**src/rtl/ddr_seg_display.sv**
```systemverilog
// Seven-segment driver: latches a binary value, converts it to BCD one bit per clock
// (double-dabble), then scans the digits onto seg/an with LZ blanking and per-digit blink.
module ddr_seg_display #(
    parameter int unsigned NUM_DIGITS  = 4,
    parameter int unsigned VAL_WIDTH   = 14,
    parameter int unsigned REFRESH_DIV = 100000,
    parameter int unsigned BLINK_DIV   = 25000000
) (
    input  logic                  clk,
    input  logic                  reset_n,
    input  logic [VAL_WIDTH-1:0]  value,
    input  logic                  load,
    input  logic [NUM_DIGITS-1:0] blink_mask,
    input  logic                  blank_lz,
    output logic                  busy,
    output logic                  overflow,
    output logic [6:0]            seg,
    output logic [NUM_DIGITS-1:0] an
);

    function automatic logic [63:0] pow10(input int unsigned n);
        logic [63:0] p;
        p = 64'd1;
        for (int unsigned i = 0; i < n; i++) p = p * 64'd10;
        return p;
    endfunction

    localparam int unsigned BcdW = 4 * NUM_DIGITS;
    localparam int unsigned IdxW = (NUM_DIGITS > 1) ? $clog2(NUM_DIGITS) : 1;
    localparam int unsigned RefW = $clog2(REFRESH_DIV);
    localparam int unsigned BlkW = $clog2(BLINK_DIV);
    localparam int unsigned CntW = $clog2(VAL_WIDTH + 1);
    localparam logic [63:0] MaxVal = pow10(NUM_DIGITS) - 64'd1;

    typedef enum logic [0:0] {StIdle, StConv} state_e;
    state_e state_q, state_d;

    logic [VAL_WIDTH-1:0]  bin_q;
    logic [BcdW-1:0]       bcd_q, bcd_step;
    logic [CntW-1:0]       cnt_q;
    logic                  ovf_pend_q;
    logic [BcdW-1:0]       digits_q, digits_d;
    logic                  overflow_q, overflow_d;
    logic                  last_step, accept;

    logic [RefW-1:0]       ref_q, ref_d;
    logic [IdxW-1:0]       idx_q, idx_d;
    logic [BlkW-1:0]       blk_q, blk_d;
    logic                  phase_q, phase_d;
    logic [6:0]            seg_q, seg_d;
    logic [NUM_DIGITS-1:0] an_q, an_d;

    // FSM: state register
    always_ff @(posedge clk or negedge reset_n) begin
        if (!reset_n) state_q <= StIdle;
        else          state_q <= state_d;
    end

    assign accept    = (state_q == StIdle) && load;
    assign last_step = (state_q == StConv) && (cnt_q == CntW'(VAL_WIDTH - 1));

    // FSM: next state
    always_comb begin
        state_d = state_q;
        unique case (state_q)
            StIdle: if (load)      state_d = StConv;
            StConv: if (last_step) state_d = StIdle;
            default:               state_d = StIdle;
        endcase
    end

    // FSM: outputs
    always_comb begin
        busy = (state_q == StConv);
    end

    // One double-dabble step; digits above NUM_DIGITS are dropped since they never feed lower ones.
    always_comb begin
        logic [BcdW-1:0] adj;
        adj = bcd_q;
        for (int unsigned i = 0; i < NUM_DIGITS; i++) begin
            if (bcd_q[4*i +: 4] >= 4'd5) adj[4*i +: 4] = bcd_q[4*i +: 4] + 4'd3;
        end
        bcd_step = {adj[BcdW-2:0], bin_q[VAL_WIDTH-1]};
    end

    always_comb begin
        digits_d   = digits_q;
        overflow_d = overflow_q;
        if (last_step) begin
            digits_d   = ovf_pend_q ? {NUM_DIGITS{4'd9}} : bcd_step;
            overflow_d = ovf_pend_q;
        end
    end

    always_ff @(posedge clk or negedge reset_n) begin
        if (!reset_n) begin
            bin_q      <= '0;
            bcd_q      <= '0;
            cnt_q      <= '0;
            ovf_pend_q <= 1'b0;
            digits_q   <= '0;
            overflow_q <= 1'b0;
        end else begin
            digits_q   <= digits_d;
            overflow_q <= overflow_d;
            if (accept) begin
                bin_q      <= value;
                bcd_q      <= '0;
                cnt_q      <= '0;
                ovf_pend_q <= (64'(value) > MaxVal);
            end else if (state_q == StConv) begin
                bin_q <= bin_q << 1;
                bcd_q <= bcd_step;
                cnt_q <= cnt_q + CntW'(1);
            end
        end
    end

    function automatic logic [6:0] seg_pattern(input logic [3:0] d);
        logic [6:0] p;
        case (d)
            4'd0:    p = 7'b1000000;
            4'd1:    p = 7'b1111001;
            4'd2:    p = 7'b0100100;
            4'd3:    p = 7'b0110000;
            4'd4:    p = 7'b0011001;
            4'd5:    p = 7'b0010010;
            4'd6:    p = 7'b0000010;
            4'd7:    p = 7'b1111000;
            4'd8:    p = 7'b0000000;
            4'd9:    p = 7'b0010000;
            default: p = 7'b1111111;
        endcase
        return p;
    endfunction

    // Scan/blink timing; seg/an are computed from post-edge state so both move together.
    always_comb begin
        logic ref_wrap, blk_wrap, lz_blank, bl_blank;
        ref_wrap = (ref_q == RefW'(REFRESH_DIV - 1));
        blk_wrap = (blk_q == BlkW'(BLINK_DIV - 1));
        ref_d    = ref_wrap ? '0 : ref_q + RefW'(1);
        blk_d    = blk_wrap ? '0 : blk_q + BlkW'(1);
        phase_d  = blk_wrap ? ~phase_q : phase_q;
        idx_d    = idx_q;
        if (ref_wrap) idx_d = (idx_q == IdxW'(NUM_DIGITS - 1)) ? '0 : idx_q + IdxW'(1);
        an_d     = ~(NUM_DIGITS'(1) << idx_d);
        // Digit is a leading zero when it and every digit above it are zero.
        lz_blank = blank_lz && (idx_d != '0) && ((digits_d >> {idx_d, 2'b00}) == '0);
        bl_blank = phase_d && blink_mask[idx_d];
        seg_d    = (lz_blank || bl_blank) ? 7'b1111111 : seg_pattern(digits_d[4*idx_d +: 4]);
    end

    always_ff @(posedge clk or negedge reset_n) begin
        if (!reset_n) begin
            ref_q   <= '0;
            idx_q   <= '0;
            blk_q   <= '0;
            phase_q <= 1'b0;
            seg_q   <= 7'b1111111;
            an_q    <= '1;
        end else begin
            ref_q   <= ref_d;
            idx_q   <= idx_d;
            blk_q   <= blk_d;
            phase_q <= phase_d;
            seg_q   <= seg_d;
            an_q    <= an_d;
        end
    end

    assign seg      = seg_q;
    assign an       = an_q;
    assign overflow = overflow_q;

endmodule

```
**config.mk**
```make
export PLATFORM = sky130hd
export DESIGN_NAME = ddr_seg_display
export DESIGN_NICKNAME = d
export VERILOG_FILES = /design/src/rtl/ddr_seg_display.sv
export SDC_FILE = /design/constraint.sdc
export NUM_CORES = 1
export LEC_CHECK = 0
export BUFFER_PORTS_ARGS = -buffer_cell sky130_fd_sc_hd__buf_2
export CORE_UTILIZATION = 55
export CTS_CLUSTER_SIZE = 8
export DETAILED_ROUTE_END_ITERATION = 16
export PLACE_DENSITY = 0.73
export SKIP_CTS_REPAIR_TIMING = 1
export SLEW_MARGIN = 5
export SYNTH_ARGS = -nofsm -noshare
export SYNTH_HDL_FRONTEND = slang
export SYNTH_SLANG_ARGS = --single-unit
```
**constraint.sdc**
```tcl
create_clock -name clk -period 6.6 [get_ports clk]
set_input_delay 0.99 -clock clk [delete_from_list [all_inputs] [get_ports clk]]
set_output_delay 0.99 -clock clk [all_outputs]
set_load 0.05 [all_outputs]
```
# [Word level (Yosys, flattened, before mapping)]
# Memory sizes are Yosys's and may differ from the RTL's.
# Cells that the tools add are included.
[totals] ff_bits=109 romBits=112 mem_count=1
[memory_table] name="(no name shown)" depth=16 width=7 read_ports=1 rd_ports_with_merged_regs=0 write_ports=0 line_no="122" rtl="case (d)"
[classes] n_addsub=8 order_cmp=6 eq_ne=4 n_shift=3 muxes=23 bitwise_logic=3 reduce_logical=9
[ops] cell="two-way mux 16 bit" count=4
[ops] cell="two-way mux 14 bit" count=2
[ops] cell="adder 25 x 1 -> 25 bit, second input constant" count=1
[ops] cell="equality test 25 bit, second input constant" count=1
[ops] cell="two-way mux 25 bit" count=1
[ops] cell="two-way mux 4 bit" count=5
[ops] cell="adder 17 x 1 -> 17 bit, second input constant" count=1
[ops] cell="equality test 17 bit, second input constant" count=1
[ops] cell="two-way mux 17 bit" count=1
[ops] cell=">= comparator 4 x 3 -> 1 bit, second input constant" count=4
[ops] cell="logical NOT 16 bit" count=1
[ops] cell="variable part select 16 x 5 -> 4 bit" count=1
[ops] cell=">> shifter 16 x 4 -> 16 bit" count=1
[ops] cell="> comparator 14 bit, second input constant" count=1
[ops] cell="adder 4 x 2 -> 4 bit, second input constant" count=3
[ops] cell="two-way mux 7 bit" count=1
[ops] cell="logical AND 1 bit" count=5
[ops] cell="adder 4 x 1 -> 4 bit, second input constant" count=1
[ops] cell="equality test 4 bit, second input constant" count=1
[ops] cell="two-way mux 1 bit" count=4
[ops] cell="two-way mux 2 bit" count=2
[ops] cell="NOT 4 bit" count=1
[ops] cell="nonzero test 2 bit" count=2
[ops] cell="left shift 1 x 2 -> 4 bit, first input constant" count=1
[ops] cell="other kinds (9)" count=10

# [Depth between registers and ports, before layout]
# Gate-level depths: netlist (run 1).
[depth] depth_word=9 depth_mapped=17 ltp_nobuf=16

# [Worst setup path after synthesis (run 1)]
# OpenSTA, ideal clock, no wires.
[synth_path] path_type="flip-flop to flip-flop" startpoint="reg ref_q[0]" endpoint="reg seg_q[1] (netlist: seg[1])" t_arrival_ns=3.181 required_time_ns=6.504 setup_slack_ns=3.323 path_stages_with_launch=18 path_buffers=2 period_less_slack_ns=3.277 path_cell_list="dfrtp_1 ha_1 and4_1 buf_6 and4_4 mux2i_1 buf_2 and2_1 a211oi_1 a31oi_1 inv_1 ha_1 nand2_1 nor3_1 a31oi_1 a221oi_2 a32oi_4 o211ai_1"
[synth_between] elab_chain_cells=7 elab_cells_between_ends=14
[synth_rtl] element="start, declared" line_no="46" rtl="logic [RefW-1:0] ref_q, ref_d;"
[synth_rtl] element="start signal, assigned" line_no="164" rtl="ref_q <= ref_d;"
[synth_rtl] element="equality test 17 bit *" line_no="141" rtl="ref_wrap = (ref_q == RefW'(REFRESH_DIV - 1));"
[synth_rtl] element="two-way mux 2 bit *" line_no="147" rtl="if (ref_wrap) idx_d = (idx_q == IdxW'(NUM_DIGITS - 1)) ? '0 : idx_q + IdxW'(1);"
[synth_rtl] element="parallel branches: the longest is 4 deep, another holds memory read (16 x 7 bit)"
[synth_rtl] element="two-way mux 7 bit *" line_no="152" rtl="seg_d = (lz_blank || bl_blank) ? 7'b1111111 : seg_pattern(digits_d[4*idx_d +: 4]);"
[synth_rtl] element="net seg_d[1]" line_no="50" rtl="logic [6:0] seg_q, seg_d;"
[synth_rtl] element="end signal, assigned" line_no="168" rtl="seg_q <= seg_d;"
[synth_rtl] element="end, declared" line_no="50"
# Mark *: on every way through the listed nets, which the timed path passes. The select of a mux whose other input is x is not followed.
# A chain may end at the register's enable or synchronous reset.

# [Final worst setup path (run 1)]
# Ends and elaborated chain as after synthesis.

==> results.cfg, run 1 <==
[outcome]
outcome = completed

[sta]
setup_slack_ns = 2.29
fmax_mhz = 232
period_share = 0.653
worst_clock_skew_ns = 0.0126
slew_violations = 0
holdWs_ns = 0.480
tightest_slew_ns = 1.07
rsz0062_at_grt = no
setup_viol = 0
layout_min_cycle_time_ns = 4.31
setup_tns_ns = 0
hold_viol = 0
slew_headroom = 0.268

[placed_design]
io_buffers = 34
dp_cells = 721
gp_congestion = 0.804
place_area_um2 = 5860
post-place-ws_ns = 2.36
dpl.hpwl_um = 8090

[synth]
post_synth_num_cell_types = 62
seq_area_frac_synth = 0.488
synth_top_area_share = 0.436
synth_nets = 617
synth_top_area_cell = dfrtp_1
synth_top_flop_cell = dfrtp_1
yosys_warnings = 0
syn_area_um2 = 5620
synth-seq-cells = 109
synth_edf_count = 0
synthTopCellsByCount = dfrtp_1 (98), nand2_1 (74), nor2_1 (45)
async_reset_ff_frac = 1.00
synth_cells = 577
yosysMostFrequentCell = dfrtp_1
synth_area_leaders = dfrtp_1 (44%), dfstp_2 (5.1%), nand2_1 (4.9%), ha_1 (4.0%), mux2i_1 (3.7%)
synth.avg_cell_area_um2 = 9.74

[global_routing]
grt.total_usage = 0.232
grt_pass1_wl_um = 18700
grt_start_max_net_pins = 69
grt.overflow.total = 0
grt_pass1_vias = 4123
antenna_found_initial = 0

[cts]
cts_htree_levels = 3
cts_root_buf = clkbuf_8
cts_sinks = 109
clk_path_buf_depth = 2
cts_tree = done
clk_latency_ns = 0.38
cts_buffers = 9
path_clk_slew_ns = 0.10

[power_and_ir_drop]
total_power_mw = 2.45
ir_drop_uv = 222
p_per_area_nw_per_um2 = 402
p_leak_nw = 2.80

[layout]
drive_above_1_share = 0.136
design_area_um2 = 6090
num-fill-cells = 866
diodes = 0
final_cells = 737
areaGrowthSynthToFinish_pct = 8.41
finalNetCount = 639
final_core_util = 0.621

[detailed_routing]
first_iter_violations = 169
via_per_inst = 5.71
drt-total-wl_um = 11400
drc = 0
drt_pass1_iterations = 4
drtAntennaViolNets = 0
wl_per_cell_um = 15.5
vias = 4208

[hold_path]
hp-class = reg2reg
min_from = bin_q[12]$_DFFE_PN0P_

[setup_path]
worstSetupPathType = reg2reg
end_kind = register
critical_path_arrival_ns = 4.61
startpoint_type = register
timing.rr.start = ref_q[0]$_DFF_PN0_
critPathMaxFanout = 12
required_ns = 6.90
startpoint = ref_q[0]$_DFF_PN0_

[floorplan]
io_pins = 35
core_um2 = 9820
die-area_um2 = 10600
rows = 36
dieHeight_um = 103
initial_core_util = 0.573
fp.dieW_um = 103

[run]
cap_violations = 0
[routing by layer]
| metal | share of wire | track usage | up-vias |
|---|---|---|---|
| met5 | 0 | 0 | - |
| met4 | 0.019 | 0.0878 | 0 |
| met3 | 0.033 | 0.0549 | 18 |
| met2 | 0.51 | 0.404 | 84 |
| met1 | 0.44 | 0.279 | 2037 |
| li1 | - | - | 2069 |
[registers in the layout (all words and copies together), names as in the netlist, 2 cells and up]
register  cells
an            4
bcd_q        16
bin_q        14
blk_q        25
cnt_q         4
digits_q     16
idx_q         2
ref_q        17
seg           7
[cell type report]
type / instances / area [µm²] / area share
clock buffer: 11 / 131 / 0.0216
timing repair buffer: 37 / 195 / 0.0320
sequential: 109 / 2740 / 0.450
multi-input combinational: 416 / 2660 / 0.437
inverter: 26 / 97.6 / 0.0160
clock inverter: 5 / 100 / 0.0164
tap: 133 / 166 / 0.0273
[cells in the final DEF (no fill, tap or decap), types with 3 or more instances in the layout]
cell type   n
a211o_1     4
a211oi_1    6
a21oi_1    25
a2bb2oi_1   3
a31o_2      6
a31oi_1     3
a32o_1      3
and3_1     12
buf_2      33
buf_4       4
bufinv_16   3
clkbuf_8    9
dfrtp_1    98
dfstp_2    11
ha_1       18
inv_1      24
mux2_2      3
mux2i_1    21
nand2_1    74
nand2b_1    6
nand3_1    29
nand4_1     5
nor2_1     45
nor2b_1     5
nor3_1     14
nor3b_1     4
nor4_1      3
o211ai_1    5
o21ai_0    35
o22ai_1     9
o31ai_1     8
or3_1       6
xnor2_1    19
xor2_1     16
[power breakdown]
group | internal [mW] | switching [mW]
Clock | 0.251 | 0.217
Combinational | 0.386 | 0.614
Sequential | 0.849 | 0.133
Total | 1.49 | 0.964
[worst max-delay path, stage by stage, from the launching register on]
cell and delay, ns:
dfrtp_1 0.39, ha_1 0.21, and4_1 0.32, and4_4 0.37
mux2i_1 0.90, inv_2 0.28, a211oi_1 0.28, a31oi_1 0.12
inv_1 0.15, ha_1 0.20, nand2_1 0.06, nor3_1 0.18
nand2_1 0.09, a221oi_2 0.32, a32oi_4 0.20, o211ai_1 0.13
[path summary, 6_finish.rpt]
check                                        end  slack [ns]  depth (start not counted)
setup / recovery                seg[1]$_DFF_PN1_        2.29                         15
hold / removal             bin_q[13]$_DFFE_PN0P_        0.48                          2
setup reg to reg                seg[1]$_DFF_PN1_        2.29                         15
hold reg to reg            bin_q[13]$_DFFE_PN0P_        0.48                          2
max in group asynchronous   bcd_q[3]$_DFFE_PN0P_        4.78                          2
min in group asynchronous  bcd_q[12]$_DFFE_PN0P_        0.59                          1
[logic make-up after synthesis]
kind of cell / after synthesis / synth area share
AO/OA/AOI/OAI: 121 / 0.144
flip-flops: 109 / 0.488
buffers and inverters: 52 / 0.0387
multiplexers: 27 / 0.0525
AND/OR/NAND/NOR: 215 / 0.183
XOR/XNOR: 35 / 0.0545
adder cells (fa/ha/maj): 18 / 0.0401
Note: power is estimated with default switching activity, not from simulation.
==> run 2, diff against run 1 <==
--- a/config.mk
+++ b/config.mk
@@ -5,11 +5,12 @@
 export SDC_FILE = /design/constraint.sdc
 export NUM_CORES = 1
 export LEC_CHECK = 0
+export ABC_AREA = 1
 export BUFFER_PORTS_ARGS = -buffer_cell sky130_fd_sc_hd__buf_2
 export CORE_UTILIZATION = 55
 export CTS_CLUSTER_SIZE = 8
 export DETAILED_ROUTE_END_ITERATION = 16
-export PLACE_DENSITY = 0.73
+export PLACE_DENSITY = 0.76
 export SKIP_CTS_REPAIR_TIMING = 1
 export SLEW_MARGIN = 5
 export SYNTH_ARGS = -nofsm -noshare
==> constraint.sdc (replaced) <==
create_clock -name clk -period 3.8 [get_ports clk]
set_input_delay 0.57 -clock clk [delete_from_list [all_inputs] [get_ports clk]]
set_output_delay 0.57 -clock clk [all_outputs]
set_load 0.05 [all_outputs]
==> run 2 against run 1 <==
Effect of this change: combinational power up 76%; die area up 1.8%; power up 69%; via count up 14%; global-route usage up 0.20 points.
==> results.cfg, run 2 <==
[cts]
cts_sinks = 109
cts_tree = done
cts_root_buf = clkbuf_8
path_clk_slew_ns = 0.10
clk_latency_ns = 0.38
cts_buffers = 9
cts_htree_levels = 3
clk_path_buf_depth = 2

[floorplan]
core_um2 = 9910
rows = 36
fp.dieW_um = 104
die-area_um2 = 10800
io_pins = 35
dieHeight_um = 104
initial_core_util = 0.578

[outcome]
outcome = completed

[synth]
synthTopCellsByCount = nand2_1 (188), dfrtp_1 (98), inv_1 (93)
synth.avg_cell_area_um2 = 7.85
async_reset_ff_frac = 1.00
yosysMostFrequentCell = nand2_1
synth-seq-cells = 109
synth_cells = 729
synth_top_flop_cell = dfrtp_1
synth_nets = 769
seq_area_frac_synth = 0.479
post_synth_num_cell_types = 39
synth_top_area_cell = dfrtp_1
syn_area_um2 = 5720
synth_area_leaders = dfrtp_1 (43%), nand2_1 (12%), inv_1 (6.1%), nor2_1 (5.6%), dfstp_2 (5.1%)
synth_top_area_share = 0.429
synth_edf_count = 0
yosys_warnings = 0

[sta]
worst_clock_skew_ns = 0.00964
setup_tns_ns = 0
slew_headroom = 0.357
rsz0062_at_grt = no
slew_violations = 0
layout_min_cycle_time_ns = 2.74
fmax_mhz = 365
period_share = 0.721
setup_viol = 0
setup_slack_ns = 1.06
hold_viol = 0
tightest_slew_ns = 0.964

[placed_design]
io_buffers = 34
gp_congestion = 0.852
dpl.hpwl_um = 8610
post-place-ws_ns = 1.09
place_area_um2 = 6020

[layout]
layout_commonest_cell = nand2_1
drive_above_1_share = 0.126
areaGrowthSynthToFinish_pct = 9.01
diodes = 0
largest_reg_flops = 25
finalNetCount = 805
num-fill-cells = 884
largest_register = blk_q
design_area_um2 = 6240
layout_common_cells = nand2_1 (188), dfrtp_1 (98), inv_1 (93)
reg_top3 = blk_q (25), ref_q (17)

[power_and_ir_drop]
seqPwrFrac = 0.393
intPower_mw = 2.41
p_sw_mw = 1.73
swShare = 0.419
p_per_area_nw_per_um2 = 663
p_clk_frac = 0.182
total_power_mw = 4.14
combinationalPowerShare = 0.425
ir_drop_uv = 500
p_leak_nw = 3.23

[setup_path]
worstSetupPathType = reg2reg
critPathMaxFanout = 10
timing.rr.start = cnt_q[0]$_DFFE_PN0P_
startpoint = cnt_q[0]$_DFFE_PN0P_
startpoint_type = register
end_kind = register
critical_path_arrival_ns = 3.06
required_ns = 4.13

[global_routing]
grt.overflow.total = 0
grt.total_usage = 0.234
grt_pass1_wl_um = 20700
grt_start_max_net_pins = 79
antenna_found_initial = 0
grt_pass1_vias = 4812

[detailed_routing]
drt_pass1_iterations = 5
drtAntennaViolNets = 0
via_per_inst = 5.33
drt-total-wl_um = 11700
vias = 4812
wl_per_cell_um = 12.9
first_iter_violations = 250
drc = 0

[hold_path]
hp-class = in2async

[run]
cap_violations = 0
run 2: final cells by class:
cell class | count | area, µm² | area share
Sequential cell | 109 | 2740 | 0.439
Multi-Input combinational cell | 502 | 2510 | 0.403
Inverter | 104 | 390 | 0.0626
Timing Repair Buffer | 39 | 210 | 0.0337
Tap cell | 133 | 166 | 0.0267
Clock buffer | 10 | 128 | 0.0205
Clock inverter | 6 | 87.6 | 0.0140
run 2: critical path, cell delays in order, from the launching register on:
cell and delay [ns]:
dfrtp_1 0.43, ha_1 0.21, nand2_1 0.06, inv_1 0.06
nand2_4 0.16, inv_2 0.12, or2_2 0.30, nand2_1 0.11
nand2_1 0.06, nand2_1 0.09, nor2_1 0.05, nor2_2 0.21
ha_1 0.22, nand2_1 0.06, a21oi_1 0.10, nand3_1 0.08
nor2_1 0.09, nand3_1 0.07, nand2_1 0.08, inv_2 0.07
nand2_1 0.07
run 2: routing by layer:
metal  global-route usage  part of all wire  up-vias
met5                    0                 0        -
met3               0.0570             0.039       22
met1                0.283              0.45     2278
met2                0.413              0.50       98
li1                     -                 -     2414
met4               0.0673             0.014        0
run 2: metrics by stage:
stage	util	hold WS (ns)	std cells
floorplan	-	0.274	729
global placement	0.608	0.443	887
detailed placement	0.608	0.456	887
CTS	0.630	0.370	903
global route	0.630	0.398	903
finish	0.630	0.307	903
run 2: kinds of logic (layout without fill, tap and decap cells):
group,count (synthesis),after routing,synth area share
simple gates,392,392,0.300
buf+inv,118,159,0.0815
flops,109,109,0.479
compound gates,81,81,0.0831
fa+ha+maj,18,18,0.0394
xor+xnor,11,11,0.0168
run 2: path summary, 6_finish.rpt:
| check | end | slack (ns) | depth (start not counted) |
|---|---|---|---|
| worst max-delay path | seg[4]$_DFF_PN1_ | 1.06 | 20 |
| worst min-delay path | blk_q[13]$_DFF_PN0_ | 0.31 | 1 |
| worst max register to register | seg[4]$_DFF_PN1_ | 1.06 | 20 |
| worst min register to register | ref_q[16]$_DFF_PN0_ | 0.47 | 1 |
| max in group asynchronous | seg[5]$_DFF_PN1_ | 2.60 | 2 |
| min in group clk | bin_q[2]$_DFFE_PN0P_ | 0.40 | 3 |
run 2: power groups by stage:
| stage | sequential [mW] | combinational [mW] | clock [mW] |
|---|---|---|---|
| 6_report | 1.63 | 1.76 | 0.752 |
| 5_1_grt | 1.65 | 2.01 | 0.811 |
| 4_1_cts | 1.63 | 1.74 | 0.772 |
| 3_5_place_dp | 1.65 | 1.73 | 0 |
| 3_3_place_gp | 1.63 | 1.66 | 0 |
| 2_1_floorplan | 1.79 | 1.17 | 0 |
==> run 3, diff against run 2 <==
--- a/config.mk
+++ b/config.mk
@@ -10,7 +10,7 @@
 export CORE_UTILIZATION = 55
 export CTS_CLUSTER_SIZE = 8
 export DETAILED_ROUTE_END_ITERATION = 16
-export PLACE_DENSITY = 0.76
+export PLACE_DENSITY = 0.73
 export SKIP_CTS_REPAIR_TIMING = 1
 export SLEW_MARGIN = 5
 export SYNTH_ARGS = -nofsm -noshare
==> constraint.sdc (replaced) <==
create_clock -name clk -period 2.8 [get_ports clk]
set_input_delay 0.42 -clock clk [delete_from_list [all_inputs] [get_ports clk]]
set_output_delay 0.42 -clock clk [all_outputs]
set_load 0.05 [all_outputs]
==> run 3 against run 2 <==
Effect of this change: worst setup slack worse by 0.82 ns; die area stayed put; via count is 0.39% higher; clock skew is 0.0025 ns lower; final area is 4.4% higher; first-iteration DRC count is 11% lower; routed wire length is 4.1% higher; flip-flop and latch count stayed put; largest cell class unchanged.
==> results.cfg, run 3 (same netlist as run 2, synthesis figures left out) <==
[outcome]
outcome = completed

[layout]
drive_above_1_share = 0.170
layout_common_cells = nand2_1 (178), dfrtp_1 (98), inv_1 (93)
diodes = 0
final_cells = 928
design_area_um2 = 6510
largest_register = blk_q
finalNetCount = 830
layout_commonest_cell = nand2_1
reg_top3 = blk_q (25), ref_q (17)
areaGrowthSynthToFinish_pct = 13.8
num-fill-cells = 860
final_core_util = 0.657
largest_reg_flops = 25

[sta]
slew_headroom = 0.521
setup_tns_ns = 0
setup_viol = 0
period_share = 0.913
fmax_mhz = 391
setup_slack_ns = 0.244
hold_viol = 0
slew_violations = 0
tightest_slew_ns = 0.718
layout_min_cycle_time_ns = 2.56
worst_clock_skew_ns = 0.00715

[setup_path]
worstSetupPathType = reg2reg
critical_path_arrival_ns = 2.88
r2r_slack_ns = 0.24
slowest_stage = dfrtp_1
path_buf_inv = 4
end_kind = register
timing.rr.start = ref_q[0]$_DFF_PN0_
required_ns = 3.13
critPathMaxFanout = 8
startpoint_type = register
path_cells = ha_2, nand2_1, inv_2, nand2_2, nor2_4, nand2_4, nand2_2, nand2_4, buf_4, nand2_1, nand2_4, inv_2, ha_4, nand2_1, a21oi_1, nand3_1, nor2_1, nand3_1, nand2_1, inv_2, nand2_1
worstRegToRegCells = 21
crit_path_max_incr_delay_ns = 0.39
critPathMostFrequentCell = nand2_1
timing.rr.end = seg[4]$_DFF_PN1_
critical_path.top_delay_family = simple AND/OR/NAND/NOR gates

[global_routing]
antenna_found_initial = 0
grt_pass1_vias = 4773
use_met2 = 0.411
grt.total_usage = 0.237
busiest_layer = met2
grt.overflow.total = 0
use_met3 = 0.0520
grt_start_max_net_pins = 110
grtUsageMet1 = 0.296
grt_pass1_wl_um = 20900

[floorplan]
core_um2 = 9910
rows = 36
fp.dieW_um = 104
initial_core_util = 0.578
io_pins = 35
die-area_um2 = 10800
dieHeight_um = 104

[cts]
clk_latency_ns = 0.38
cts_buffers = 9
cts_tree = done
cts_sinks = 109
path_clk_slew_ns = 0.10
clk_path_buf_depth = 2
cts_root_buf = clkbuf_8
cts_htree_levels = 3

[placed_design]
dpl.hpwl_um = 8370
io_buffers = 34
gp_congestion = 0.885
post-place-ws_ns = 0.0422
dp_cells = 889
place_area_um2 = 6050

[detailed_routing]
vias = 4831
first_iter_violations = 223
drt-total-wl_um = 12200
drt_pass1_iterations = 5
via_per_inst = 5.21
drtAntennaViolNets = 0
drc = 0
wl_per_cell_um = 13.1

[power_and_ir_drop]
p_leak_nw = 3.36
p_per_area_nw_per_um2 = 864
ir_drop_uv = 715

[run]
cap_violations = 0

[hold_path]
hp-class = in2async
run 3: worst max-delay path by stage:
stage | from | end | slack (ns) | depth (start not counted)
after global routing | ref_q[0]$_DFF_PN0_ | seg[1]$_DFF_PN1_ | -0.05 | 21
final | ref_q[0]$_DFF_PN0_ | seg[4]$_DFF_PN1_ | 0.24 | 21
after floorplan | busy$_DFF_PN0_ | seg[4]$_DFF_PN1_ | 0.29 | 20
after global placement | ref_q[0]$_DFF_PN0_ | seg[4]$_DFF_PN1_ | 0.23 | 21
after detailed placement | ref_q[0]$_DFF_PN0_ | seg[4]$_DFF_PN1_ | 0.04 | 20
after CTS | ref_q[0]$_DFF_PN0_ | seg[4]$_DFF_PN1_ | 0.007 | 20
run 3: worst reg2reg max path, stage by stage (launching register included):
cell	delay [ns]
dfrtp_1	0.39
ha_2	0.19
nand2_1	0.07
inv_2	0.07
nand2_2	0.10
nor2_4	0.18
nand2_4	0.10
nand2_2	0.10
nand2_4	0.09
buf_4	0.15
nand2_1	0.11
nand2_4	0.09
inv_2	0.10
ha_4	0.14
nand2_1	0.04
a21oi_1	0.11
nand3_1	0.09
nor2_1	0.10
nand3_1	0.07
nand2_1	0.08
inv_2	0.07
nand2_1	0.07
run 3: layout make-up:
cell class / count / area (µm²) / share of cell area
Inverter: 104 / 390 / 0.0599
Clock buffer: 13 / 149 / 0.0229
Clock inverter: 3 / 22.5 / 0.00346
Multi-Input combinational cell: 503 / 2630 / 0.404
Sequential cell: 109 / 2740 / 0.421
Timing Repair Buffer: 63 / 410 / 0.0630
Tap cell: 133 / 166 / 0.0256
run 3: stage by stage:
| step | power [mW] | hold WS (ns) |
|---|---|---|
| CTS | 5.45 | 0.123 |
| floorplan | 4.02 | 0.124 |
| detailed placement | 4.57 | 0.453 |
| global route | 6.11 | 0.152 |
| global placement | 4.49 | 0.442 |
| finish | 5.63 | 0.0777 |
run 3: layer usage:
metal	up-vias	part of all wire
met5	-	0
li1	2455	-
met4	0	0.013
met2	78	0.50
met3	17	0.035
met1	2281	0.45
run 3: power by group:
part | internal (mW) | switching (mW) | leakage (nW) | total [mW]
Clock | 0.349 | 0.520 | 0.0759 | 0.869
Combinational | 0.881 | 1.67 | 1.92 | 2.55
Sequential | 2.02 | 0.190 | 1.37 | 2.21
Total | 3.25 | 2.38 | 3.36 | 5.63
